===== config.mk =====
export PLATFORM = sky130hd
export DESIGN_NAME = code_memory_param_flat
export DESIGN_NICKNAME = d
export VERILOG_FILES = /design/src/rtl/code_memory_param_if.sv /design/src/rtl/code_memory_param.sv /design/src/flat_wrapper.sv
export SDC_FILE = /design/constraint.sdc
export NUM_CORES = 1
export LEC_CHECK = 0
export CAP_MARGIN = 20
export CORE_MARGIN = 2
export CORE_UTILIZATION = 60
export DETAILED_ROUTE_END_ITERATION = 16
export PLACE_DENSITY = 0.83
export SLEW_MARGIN = 10
export SYNTH_ARGS = -nofsm -noshare
export SYNTH_HDL_FRONTEND = slang
export SYNTH_SLANG_ARGS = --single-unit

===== constraint.sdc =====
create_clock -name clock -period 4.85 [get_ports clock]
set_input_delay 0.97 -clock clock [delete_from_list [all_inputs] [get_ports clock]]
set_output_delay 0.97 -clock clock [all_outputs]
set_load 0.02 [all_outputs]

===== src/rtl/code_memory_param_if.sv =====
// Fetch, loader and default-image ROM signals of the parametrised i281 code memory.
// The memory takes the slave modport; the fetch/loader/ROM side takes the master modport.
interface code_memory_param_if #(
    parameter int ADDR_W = 6,
    parameter int DATA_W = 16
);
    logic              run;
    logic [ADDR_W-1:0] read_addr;
    logic [DATA_W:0]   curr_instruction;
    logic              multicycle_flag;
    logic              wr_valid;
    logic              wr_ready;
    logic [ADDR_W-1:0] wr_addr;
    logic [DATA_W-1:0] wr_data;
    logic              wr_flag;
    logic              wr_err;
    logic              restore_req;
    logic [ADDR_W-1:0] rom_addr;
    logic [DATA_W:0]   rom_data;
    logic              busy;

    modport slave (
        input  run, read_addr, wr_valid, wr_addr, wr_data, wr_flag, restore_req, rom_data,
        output curr_instruction, multicycle_flag, wr_ready, wr_err, rom_addr, busy
    );

    modport master (
        output run, read_addr, wr_valid, wr_addr, wr_data, wr_flag, restore_req, rom_data,
        input  curr_instruction, multicycle_flag, wr_ready, wr_err, rom_addr, busy
    );
endinterface


===== src/rtl/code_memory_param.sv =====
// Parametrised i281 instruction memory: copies the default image from ROM, serves fetches, accepts loader writes.
// Optional BIOS write protection is enabled by defining CODEMEM_BIOS_PROTECT_EN.
module code_memory_param #(
    parameter int ADDR_W     = 6,
    parameter int DATA_W     = 16,
    parameter int BIOS_WORDS = 32
) (
    input  logic                clock,
    input  logic                reset,
    code_memory_param_if.slave  bus
);
    localparam int DEPTH = 1 << ADDR_W;

    localparam logic [0:0] ST_RESTORE = 1'b0;
    localparam logic [0:0] ST_IDLE    = 1'b1;

    localparam logic [ADDR_W:0] LAST_INDEX = (ADDR_W+1)'(DEPTH - 1);

    if (BIOS_WORDS < 0 || BIOS_WORDS > DEPTH) begin : g_bad_bios_words
        $error("BIOS_WORDS must lie in 0..DEPTH");
    end

    logic [DATA_W:0]   mem [DEPTH];

    logic [0:0]        state_q, state_d;
    logic [ADDR_W:0]   index_q, index_d;
    logic [DATA_W:0]   curr_q;
    logic              flag_q;
    logic              restoring;
    logic              wr_fire;
    logic              wr_commit;

    assign restoring = (state_q == ST_RESTORE);
    assign wr_fire   = bus.wr_valid && !restoring;

`ifdef CODEMEM_BIOS_PROTECT_EN
    localparam logic [ADDR_W:0] BIOS_LIMIT = (ADDR_W+1)'(BIOS_WORDS);

    logic wr_blocked;
    logic wr_err_q;

    assign wr_blocked = wr_fire && ({1'b0, bus.wr_addr} < BIOS_LIMIT);
    assign wr_commit  = wr_fire && !wr_blocked;

    always_ff @(posedge clock or posedge reset) begin
        if (reset) begin
            wr_err_q <= 1'b0;
        end else begin
            wr_err_q <= wr_blocked;
        end
    end

    assign bus.wr_err = wr_err_q;
`else
    assign wr_commit  = wr_fire;
    assign bus.wr_err = 1'b0;
`endif

    always_comb begin
        state_d = state_q;
        index_d = index_q;
        if (restoring) begin
            index_d = index_q + 1'b1;
            if (index_q == LAST_INDEX) begin
                state_d = ST_IDLE;
                index_d = '0;
            end
        end else if (bus.restore_req) begin
            state_d = ST_RESTORE;
            index_d = '0;
        end
    end

    always_ff @(posedge clock or posedge reset) begin
        if (reset) begin
            state_q <= ST_RESTORE;
            index_q <= '0;
        end else begin
            state_q <= state_d;
            index_q <= index_d;
        end
    end

    // NOTE: the storage array has no reset; the restore sequence defines its contents.
    always_ff @(posedge clock) begin
        if (restoring) begin
            mem[index_q[ADDR_W-1:0]] <= bus.rom_data;
        end else if (wr_commit) begin
            mem[bus.wr_addr] <= {bus.wr_flag, bus.wr_data};
        end
    end

    // NOTE: non-blocking updates let a same-edge read see the word before the write lands.
    always_ff @(posedge clock or posedge reset) begin
        if (reset) begin
            curr_q <= '0;
            flag_q <= 1'b0;
        end else if (!restoring && bus.run) begin
            curr_q <= mem[bus.read_addr];
            flag_q <= mem[bus.read_addr][DATA_W];
        end
    end

    assign bus.curr_instruction = curr_q;
    assign bus.multicycle_flag  = flag_q;
    assign bus.busy             = restoring;
    assign bus.wr_ready         = !restoring;
    assign bus.rom_addr         = restoring ? index_q[ADDR_W-1:0] : '0;
endmodule


===== src/flat_wrapper.sv =====
// flat-port wrapper written by rule: the top's interface ports become plain ports
module code_memory_param_flat 
#(
    parameter int ADDR_W     = 6,
    parameter int DATA_W     = 16,
    parameter int BIOS_WORDS = 32
)
  (clock, reset, bus_run, bus_read_addr, bus_wr_valid, bus_wr_addr, bus_wr_data, bus_wr_flag, bus_restore_req, bus_rom_data, bus_curr_instruction, bus_multicycle_flag, bus_wr_ready, bus_wr_err, bus_rom_addr, bus_busy);
  code_memory_param_if #(.ADDR_W(ADDR_W), .DATA_W(DATA_W)) bus_i ();
  input  logic clock;
  input  logic reset;
  input wire logic [$bits(bus_i.run)-1:0] bus_run;
  input wire logic [$bits(bus_i.read_addr)-1:0] bus_read_addr;
  input wire logic [$bits(bus_i.wr_valid)-1:0] bus_wr_valid;
  input wire logic [$bits(bus_i.wr_addr)-1:0] bus_wr_addr;
  input wire logic [$bits(bus_i.wr_data)-1:0] bus_wr_data;
  input wire logic [$bits(bus_i.wr_flag)-1:0] bus_wr_flag;
  input wire logic [$bits(bus_i.restore_req)-1:0] bus_restore_req;
  input wire logic [$bits(bus_i.rom_data)-1:0] bus_rom_data;
  output wire logic [$bits(bus_i.curr_instruction)-1:0] bus_curr_instruction;
  output wire logic [$bits(bus_i.multicycle_flag)-1:0] bus_multicycle_flag;
  output wire logic [$bits(bus_i.wr_ready)-1:0] bus_wr_ready;
  output wire logic [$bits(bus_i.wr_err)-1:0] bus_wr_err;
  output wire logic [$bits(bus_i.rom_addr)-1:0] bus_rom_addr;
  output wire logic [$bits(bus_i.busy)-1:0] bus_busy;
  assign bus_i.run = bus_run;
  assign bus_i.read_addr = bus_read_addr;
  assign bus_i.wr_valid = bus_wr_valid;
  assign bus_i.wr_addr = bus_wr_addr;
  assign bus_i.wr_data = bus_wr_data;
  assign bus_i.wr_flag = bus_wr_flag;
  assign bus_i.restore_req = bus_restore_req;
  assign bus_i.rom_data = bus_rom_data;
  assign bus_curr_instruction = bus_i.curr_instruction;
  assign bus_multicycle_flag = bus_i.multicycle_flag;
  assign bus_wr_ready = bus_i.wr_ready;
  assign bus_wr_err = bus_i.wr_err;
  assign bus_rom_addr = bus_i.rom_addr;
  assign bus_busy = bus_i.busy;
  code_memory_param #(.ADDR_W(ADDR_W), .DATA_W(DATA_W), .BIOS_WORDS(BIOS_WORDS)) u_core (.clock(clock), .reset(reset), .bus(bus_i));
endmodule

# Word level (Yosys, flattened, before mapping)
# Memories as Yosys holds them, arrays and structs flattened.
# Cells that the tools add are included.
# W data, S select, Z words.
# word_totals
ramBits,1088
mem_count,1
inputBits,51
regBits,26
elab_cells,26
# mem_list
memory,words,width,rd,rd_clocked_by_memory_dff,write_ports,line_no,source
u_core.mem,64,17,1,0,1,code_memory_param.sv:23,logic [DATA_W:0] mem [DEPTH];
# classes
n_eq_ne,2
add_sub_neg,1
reduce_logical,3
bitwise_logic,1
muxes,14
# op_table
op,count
$mux W7,3
$mux W17,1
$reduce_or A17 Y1,1
$mux W6,2
$mux W1,8
$add A7 B1 Y7 const B,1
$eq A7 B6 Y1 const B,1
$logic_and A1 B1 Y1,2
$ne A2 B2 Y1 const B,1
$not A1 Y1,1

# Depth between registers and ports, before layout
# Gate-level depths: netlist (run 1).
# logic_depth
word_depth,6
mapped_depth,9
depth_no_buf,6

# Worst setup path after synthesis (run 1)
# Ideal clock, no wire load.
# synth_timing
kind,input to register
startpoint,input port bus_wr_valid
endpoint,"memory u_core.mem[41][0] in the netlist's numbering, enable pin"
path_stages,7
t_arrival_ps,2680
slack_ps,1779
cell_sequence,and2_1 -> clkbuf_1 -> clkbuf_1 -> nand3b_1 -> a21oi_1 -> nand2_1 -> nor2_1
# synth_between
elab_chain_cells,6
elab_cells_between_ends,7
cone_classes,mux: 5; reduce/logical: 2
# synth_lines
element,line_no,source
start: declaration,flat_wrapper.sv:14,input wire logic [$bits(bus_i.wr_valid)-1:0] bus_wr_valid;
$logic_and A1 B1 Y1 *,code_memory_param.sv:34,assign wr_fire = bus.wr_valid && !restoring;
$mux W1 *,code_memory_param.sv:88,end else if (wr_commit) begin
$mux W1 *,code_memory_param.sv:86,if (restoring) begin
$mux W1 (implied by the code) *,code_memory_param.sv:89,"mem[bus.wr_addr] <= {bus.wr_flag, bus.wr_data};"
$reduce_or A17 Y1 (no source line),-,
$mux W6 (no source line) or $mux W1 (tied branches),-,
end: declaration,code_memory_param.sv:23,
# Every way passes the cells marked *; elsewhere a longest branch is shown, timed or not.

# Worst setup path in the final report (run 1)
# layout_timing
startpoint,input port bus_read_addr[5]
endpoint,register u_core.curr_q[3] (netlist: u_core.bus.curr_instruction[3]) (read register of u_core.mem)
# layout_between
elab_chain_cells,1
# layout_lines
element,line_no,source
start: declaration,flat_wrapper.sv:13,input wire logic [$bits(bus_i.read_addr)-1:0] bus_read_addr;
$mem_v2 Z64 W17,-,
end: declaration,code_memory_param.sv:27,logic [DATA_W:0] curr_q;
# No other way between the ends.
# A chain may end at the register's enable or synchronous reset.

==> run summary, run 1 <==
=====================================================================================
Result of the run                                                        finished, final reports clean
Static Leak                                                                 0.0158 uW
Synthesized area per cell                                                  20.7 sq um
Post-Route Hold Slack                                                        0.548 ns
Worst min-delay path endpoint                                            u_core.index_q[6]$_DFFE_PP0P_
CP Cell Sequence                                                         clkdlybuf4s50_1 -> or3b_1 -> o22ai_1 -> or3_1 -> a211oi_1 -> a221o_1
Iteration-0 DRC Markers                                                          3384
Hold/Removal Path Class                                                  flop to flop
Core Area                                                                 71200 sq um
Clock Pin Slew Worst Setup and Hold Paths                                     0.07 ns
Number of placed instances, taps included                                        3114
Number of enable-type register cells in the synthesized netlist                  1088
Type of the worst setup path                                             primary input to flop
Top_reg_cell synth                                                       sky130_fd_sc_hd__edfxtp_1
Number of distinct library cells after synthesis                                   46
Transition time at the pin with the least slew margin                         1.04 ns
Fin util                                                                        68.3%
Largest net degree at the start of global routing                                  70
CTS H-Tree Depth                                                                    3
Area fraction in compound gates after synthesis                                 3.69%
Fin crit period                                                               3.59 ns
Via/cell ratio                                                                   6.92
Final instance count without filler cells                                        3303
Top post-synthesis cells by area                                         sky130_fd_sc_hd__edfxtp_1, sky130_fd_sc_hd__mux4_2, sky130_fd_sc_hd__mux2i_1, sky130_fd_sc_hd__a22oi_1, sky130_fd_sc_hd__dfrtp_1
Clk sinks                                                                        1113
Fraction of layout instances using a drive strength above 1                     21.3%
Reg2reg end                                                              u_core.bus.curr_instruction[3]$_DFFE_PP0P_
Number of buffers added to fix hold violations after cts                            0
CTS tree                                                                          yes
Number of antenna violations at the first check in global routing                   2
Final setup violating endpoints                                                     0
Register-to-register setup slack                                              1.45 ns
Placer congestion estimate                                                      0.924
Number of cell instances on the worst register-to-register path                     4
Rows                                                                               98
Number of nets in the synthesized netlist                                        2132
Cell type group with the largest total delay on the critical path        compound AO/OA/AOI/OAI gates
Dominant combinational cell family by area after synthesis               multiplexers
Data arrival time of the critical path                                        4.19 ns
Critical Path Start Type                                                 primary input
Inserted Clock Buffers                                                            102
Routed vias                                                                     22900
Post-synthesis instance total                                                    2080
Clk_lat worst skew                                                            0.66 ns
Number of detailed-route iterations in the first pass                               5
Power density cells                                                       454 nW/um^2
Most frequent cells in the layout                                        sky130_fd_sc_hd__edfxtp_1, sky130_fd_sc_hd__mux4_2, sky130_fd_sc_hd__mux2i_1, sky130_fd_sc_hd__buf_4, sky130_fd_sc_hd__clkbuf_16
Kind of end point of the critical path                                           flop
Vias in the first global route                                                  23100
Critical-path top delay cell                                             sky130_fd_sc_hd__a211oi_1
Die extent in x                                                                272 um
Synth-to-layout area growth                                                     13.3%
Share of Yosys cell area claimed by the top area cell type                      76.1%
DRC violations left                                                                 0
Yosys warning total                                                                 0
Initial Util                                                                    60.3%
Netlist Area Pre-Place                                                    43000 sq um
Count of nets left with antenna violations after detail routing                     0
First-pass GRT wire length                                                  155000 um
Buffers inserted by post-CTS timing repair                                          0
Ports                                                                              78
Origin of the worst min-delay path                                       u_core.index_q[6]$_DFFE_PP0P_
Fraction of synthesis flops using an asynchronous set or reset pin              2.25%
Max capacitance violation total                                                     0
Max-slew violation total from the final report                                      0
Period utilisation layout                                                       74.0%
Post-Route Skew                                                             0.0202 ns
Slew Limit Headroom                                                             30.1%
Hold depth                                                                          2
Most frequent standard cell in the layout excluding fill and tap cells   sky130_fd_sc_hd__edfxtp_1
Maximum clock insertion buffer count                                                3
Slowest cell delay on critical path                                           0.84 ns
Number of nets in the final layout                                               2321
Final instance area                                                       48700 sq um
Highest attainable clock frequency                                            279 MHz
Number of synthesized register bits                                              1113
Setup TNS after final layout                                                     0 ns
Remaining global-route overflow                                                     0
Largest voltage drop on the vdd net                                          0.372 mV
# port buffers                                                                     76
Die ar.                                                                   73800 sq um
Die Y                                                                          272 um
Mux contribution to synthesized area                                            14.3%
Adder and majority cell fraction of the synthesized area                      0.0291%
Setup repair after global routing missed its margin                                no
Sequential element share of the synthesized area                                77.5%
Placed cell areas                                                         45400 sq um
GRT Resource Usage Total                                                        29.1%
Clock root cell                                                          sky130_fd_sc_hd__clkbuf_16
Crit Reg-Reg Startpoint                                                  u_core.bus.wr_ready$_DFF_PP0_
Worst path required time                                                      5.45 ns
Estimated wirelength of the detail-placed design                             61500 um
Fin. Hold Viols                                                                     0
Number of buffers and inverters on the critical path                                1
Wire length per cell                                                          32.3 um
Simple-Gate Fraction of Synth Area                                              2.99%
Area leader, netlist                                                     sky130_fd_sc_hd__edfxtp_1
WL final                                                                    107000 um
Maximum net fanout on the critical path                                            17
Number of cells upsized or downsized after cts                                      0
Share of the synthesized netlist area taken by xor and xnor gates                  0%
=====================================================================================
-- how the worst max path moves through the flow --
stage	start	end	slack, ns	depth (start not counted)
2_1_floorplan	bus_wr_valid	u_core.mem[41][0]$_DFFE_PP_	1.78	7
3_3_place_gp	bus_read_addr[5]	u_core.bus.curr_instruction[4]$_DFFE_PP0P_	0.89	6
3_5_place_dp	bus_read_addr[5]	u_core.bus.curr_instruction[12]$_DFFE_PP0P_	0.81	6
4_1_cts	bus_read_addr[5]	u_core.bus.curr_instruction[3]$_DFFE_PP0P_	1.47	6
5_1_grt	bus_read_addr[5]	u_core.bus.curr_instruction[3]$_DFFE_PP0P_	1.31	6
6_report	bus_read_addr[5]	u_core.bus.curr_instruction[3]$_DFFE_PP0P_	1.26	6
-- sequential cells by signal, summed over array words and instances (netlist names) --
name                         count
u_core.bus.multicycle_flag       1
u_core.bus.wr_ready              1
u_core.mem                    1088
u_core.index_q                   7
u_core.bus.curr_instruction     16
-- routing by layer --
metal / share of wire [%] / up-vias / track usage, %
met5: 0.011 / - / 0
met1: 34 / 11800 / 37.8
met3: 11 / 334 / 6.03
met4: 4.9 / 2 / 12.9
met2: 50 / 1730 / 48.2
li1: - / 9034 / -
-- cell type report --
class,instances,area (sq um)
sequential,1113,33300
timing repair buffer,202,1860
fill,4072,22600
inverter,4,15.0
clock inverter,54,434
antenna,1,2.50
clock buffer,133,2770
tap,950,1190
multi-input combinational,846,9090
-- worst register-to-register path, cell delays in order (launching register included) --
cell,delay (ns)
sky130_fd_sc_hd__dfrtp_1,0.84
sky130_fd_sc_hd__nand3_1,0.76
sky130_fd_sc_hd__or3_1,0.66
sky130_fd_sc_hd__a211oi_1,0.84
sky130_fd_sc_hd__a221o_1,0.24
-- where the power goes --
| group | leakage (uW) | switching (uW) | internal (uW) |
|---|---|---|---|
| logic | 0.00410 | 1720 | 852 |
| clock network | 0.00157 | 3410 | 4390 |
| registers | 0.0101 | 350 | 11400 |
| total | 0.0158 | 5480 | 16600 |
-- through the flow --
step	total power, uW	setup slack, ns
after CTS	22100	1.47
after global placement	14200	0.894
after detailed placement	14400	0.814
after floorplan	13200	1.78
after global routing	22600	1.31
final	22100	1.26
-- Yosys cell counts, types with 3 or more instances --
| cell type | count |
|---|---|
| sky130_fd_sc_hd__edfxtp_1 | 1088 |
| sky130_fd_sc_hd__mux4_2 | 204 |
| sky130_fd_sc_hd__mux2i_1 | 154 |
| sky130_fd_sc_hd__a22oi_1 | 102 |
| sky130_fd_sc_hd__nand2_1 | 79 |
| sky130_fd_sc_hd__nor2_1 | 71 |
| sky130_fd_sc_hd__buf_2 | 52 |
| sky130_fd_sc_hd__nand3_1 | 40 |
| sky130_fd_sc_hd__clkbuf_1 | 37 |
| sky130_fd_sc_hd__o22ai_1 | 35 |
| sky130_fd_sc_hd__a211oi_1 | 32 |
| sky130_fd_sc_hd__dfrtp_1 | 25 |
| sky130_fd_sc_hd__nor2b_1 | 24 |
| sky130_fd_sc_hd__or3_1 | 20 |
| sky130_fd_sc_hd__a221o_1 | 17 |
| sky130_fd_sc_hd__nand4_1 | 17 |
| sky130_fd_sc_hd__buf_4 | 12 |
| sky130_fd_sc_hd__buf_6 | 8 |
| sky130_fd_sc_hd__o21ai_0 | 7 |
| sky130_fd_sc_hd__buf_1 | 6 |
| sky130_fd_sc_hd__nand3b_1 | 5 |
| sky130_fd_sc_hd__a21oi_1 | 4 |
| sky130_fd_sc_hd__inv_1 | 4 |
| sky130_fd_sc_hd__o31ai_1 | 4 |
| sky130_fd_sc_hd__a21o_1 | 3 |
| sky130_fd_sc_hd__nand2b_1 | 3 |
| sky130_fd_sc_hd__o21a_1 | 3 |
-- logic make-up after synthesis --
group           after synthesis
other cells                   1
buf+inv                     121
fa+ha+maj                     1
compound gates              215
mux                         359
flops                      1113
simple gates                270
Note: power is estimated with default switching activity, not from simulation.
==> run 2: changes to the inputs <==
CORE_UTILIZATION = 56   (was 60)
PLACE_DENSITY = 0.82   (was 0.83)
clock period = 3 ns   (was 4.85 ns; I/O delays follow)
==> run summary, run 2 (same netlist as run 1, synthesis figures left out) <==
=====================================================================================
Maximum clock insertion buffer count                                                3
CTS tree                                                                          yes
Initial Util                                                                    56.6%
Flip-flop count of the largest register, all copies and words added              1088
Number of placed instances, taps included                                        3276
Maximum net fanout on the critical path                                            18
Number of detailed-route iterations in the first pass                               8
WL final                                                                    116000 um
Most numerous cell on the critical path                                  sky130_fd_sc_hd__buf_4
Fin. Hold Viols                                                                     0
Count of nets left with antenna violations after detail routing                     0
Largest voltage drop on the vdd net                                          0.842 mV
Die extent in x                                                                281 um
Wire length per cell                                                          33.3 um
Static Leak                                                                 0.0166 uW
Period utilisation layout                                                        100%
Failing checks                                                           setup timing
Max-slew violation total from the final report                                      0
Critical-path top delay cell                                             sky130_fd_sc_hd__a211oi_1
Power density cells                                                       739 nW/um^2
Vias in the first global route                                                  23400
Core Area                                                                 75900 sq um
Fraction of layout instances using a drive strength above 1                     24.6%
Transition time at the pin with the least slew margin                         1.17 ns
Placer congestion estimate                                                      0.991
Clk sinks                                                                        1113
Fin util                                                                        66.5%
Number of buffers and inverters on the critical path                                2
Clock Pin Slew Worst Setup and Hold Paths                                     0.06 ns
Die Y                                                                          281 um
Routed vias                                                                     23600
Hold/Removal Path Class                                                  primary input to asynchronous set/reset pin
Most frequent standard cell in the layout excluding fill and tap cells   sky130_fd_sc_hd__edfxtp_1
Inserted Clock Buffers                                                            102
Final setup violating endpoints                                                     1
Post-placement setup slack                                                  -0.296 ns
Number of antenna violations at the first check in global routing                   9
Type of the worst setup path                                             flop to flop
CTS H-Tree Depth                                                                    3
Critical Path Start Type                                                         flop
Kind of end point of the critical path                                           flop
Total power of the final layout                                              37300 uW
Biggest register                                                           u_core.mem
Rows                                                                              101
Cell type group with the largest total delay on the critical path        compound AO/OA/AOI/OAI gates
Iteration-0 DRC Markers                                                          3869
Final instance count without filler cells                                        3471
CP Cell Sequence                                                         buf_4 -> nand3_1 -> buf_4 -> or3_1 -> a211oi_1 -> a221o_1
Setup slack of the critical path after layout                             -0.00234 ns
Post-Route Skew                                                             0.0242 ns
Result of the run                                                        complete, but fails checks
First-pass GRT wire length                                                  164000 um
Remaining global-route overflow                                                     0
Most frequent cells in the layout                                        sky130_fd_sc_hd__edfxtp_1, sky130_fd_sc_hd__mux4_2, sky130_fd_sc_hd__mux2i_1, sky130_fd_sc_hd__buf_4, sky130_fd_sc_hd__clkbuf_16
Clk_lat worst skew                                                            0.67 ns
DRC violations left                                                                 0
Clock root cell                                                          sky130_fd_sc_hd__clkbuf_16
Ports                                                                              78
Fin crit period                                                               3.00 ns
Via/cell ratio                                                                   6.80
Die ar.                                                                   78900 sq um
Synth-to-layout area growth                                                     17.5%
Slowest cell delay on critical path                                           0.78 ns
GRT Resource Usage Total                                                        29.6%
Number of buffers added to fix hold violations after cts                            0
Largest net degree at the start of global routing                                  65
Estimated wirelength of the detail-placed design                             67400 um
Setup TNS after final layout                                              -0.00234 ns
Number of nets in the final layout                                               2403
Data arrival time of the critical path                                        3.59 ns
# port buffers                                                                     76
Highest attainable clock frequency                                            333 MHz
Max capacitance violation total                                                     0
Slew Limit Headroom                                                             21.5%
Worst path required time                                                      3.59 ns
=====================================================================================
## run 2: cell count changes in the layout (fill, tap and decap cells not counted), sizes merged
cell,delta
buf,+82
bufinv,+8
clkbuf,-9
clkinv,+4
clkinvlp,-1
diode,+2
inv,+2
## run 2: worst paths after layout
path                                                               end  cells after the start                           from  slack [ns]
max in group asynchronous   u_core.bus.curr_instruction[3]$_DFFE_PP0P_                      3                          reset        2.30
min in group clock                       u_core.index_q[6]$_DFFE_PP0P_                      2  u_core.index_q[6]$_DFFE_PP0P_        0.61
min reg2reg                              u_core.index_q[6]$_DFFE_PP0P_                      2  u_core.index_q[6]$_DFFE_PP0P_        0.61
min                                      u_core.index_q[4]$_DFFE_PP0P_                      3                          reset        0.34
max                        u_core.bus.curr_instruction[14]$_DFFE_PP0P_                      6  u_core.bus.wr_ready$_DFF_PP0_      -0.002
max reg2reg                u_core.bus.curr_instruction[14]$_DFFE_PP0P_                      6  u_core.bus.wr_ready$_DFF_PP0_      -0.002
## run 2: layout make-up
type	count	area (sq um)
antenna	3	7.51
clock buffer	124	2750
clock inverter	67	724
fill	4469	25500
inverter	4	15.0
multi-input combinational	846	9100
sequential	1113	33300
tap	1030	1290
timing repair buffer	284	3300
## run 2: tightest hold or removal path: cells and delay by family
kind                   cells  cell delay, ns
buffers and inverters      3            0.84
## run 2: layer usage
layer / track usage [%] / wire length, um / vias up / share of wire (%)
met5: 0 / 179 / - / 0.15
met3: 8.01 / 14000 / 431 / 12
met2: 49.2 / 57100 / 1976 / 49
met1: 36.4 / 37400 / 12000 / 32
met4: 13.8 / 6730 / 18 / 5.8
li1: - / - / 9223 / -
## run 2: through the flow
stage | instance area [sq um] | hold slack (ns)
final | 50500 | 0.338
after detailed placement | 47000 | 0.543
after floorplan | 43000 | 0.503
after global placement | 47000 | 0.519
after CTS | 50500 | 0.321
after global routing | 50500 | 0.366
## run 2: repair_timing
action,CTS,global route
setup endpoints to repair,2,2
gates cloned,0,0
buffers inserted,0,0
resized for setup,2,2
## run 2: power breakdown
part	total [uW]	internal, uW	switching, uW
sequential	19000	18400	634
combinational	4850	1770	3090
clock	13400	7820	5620
total	37300	28000	9340
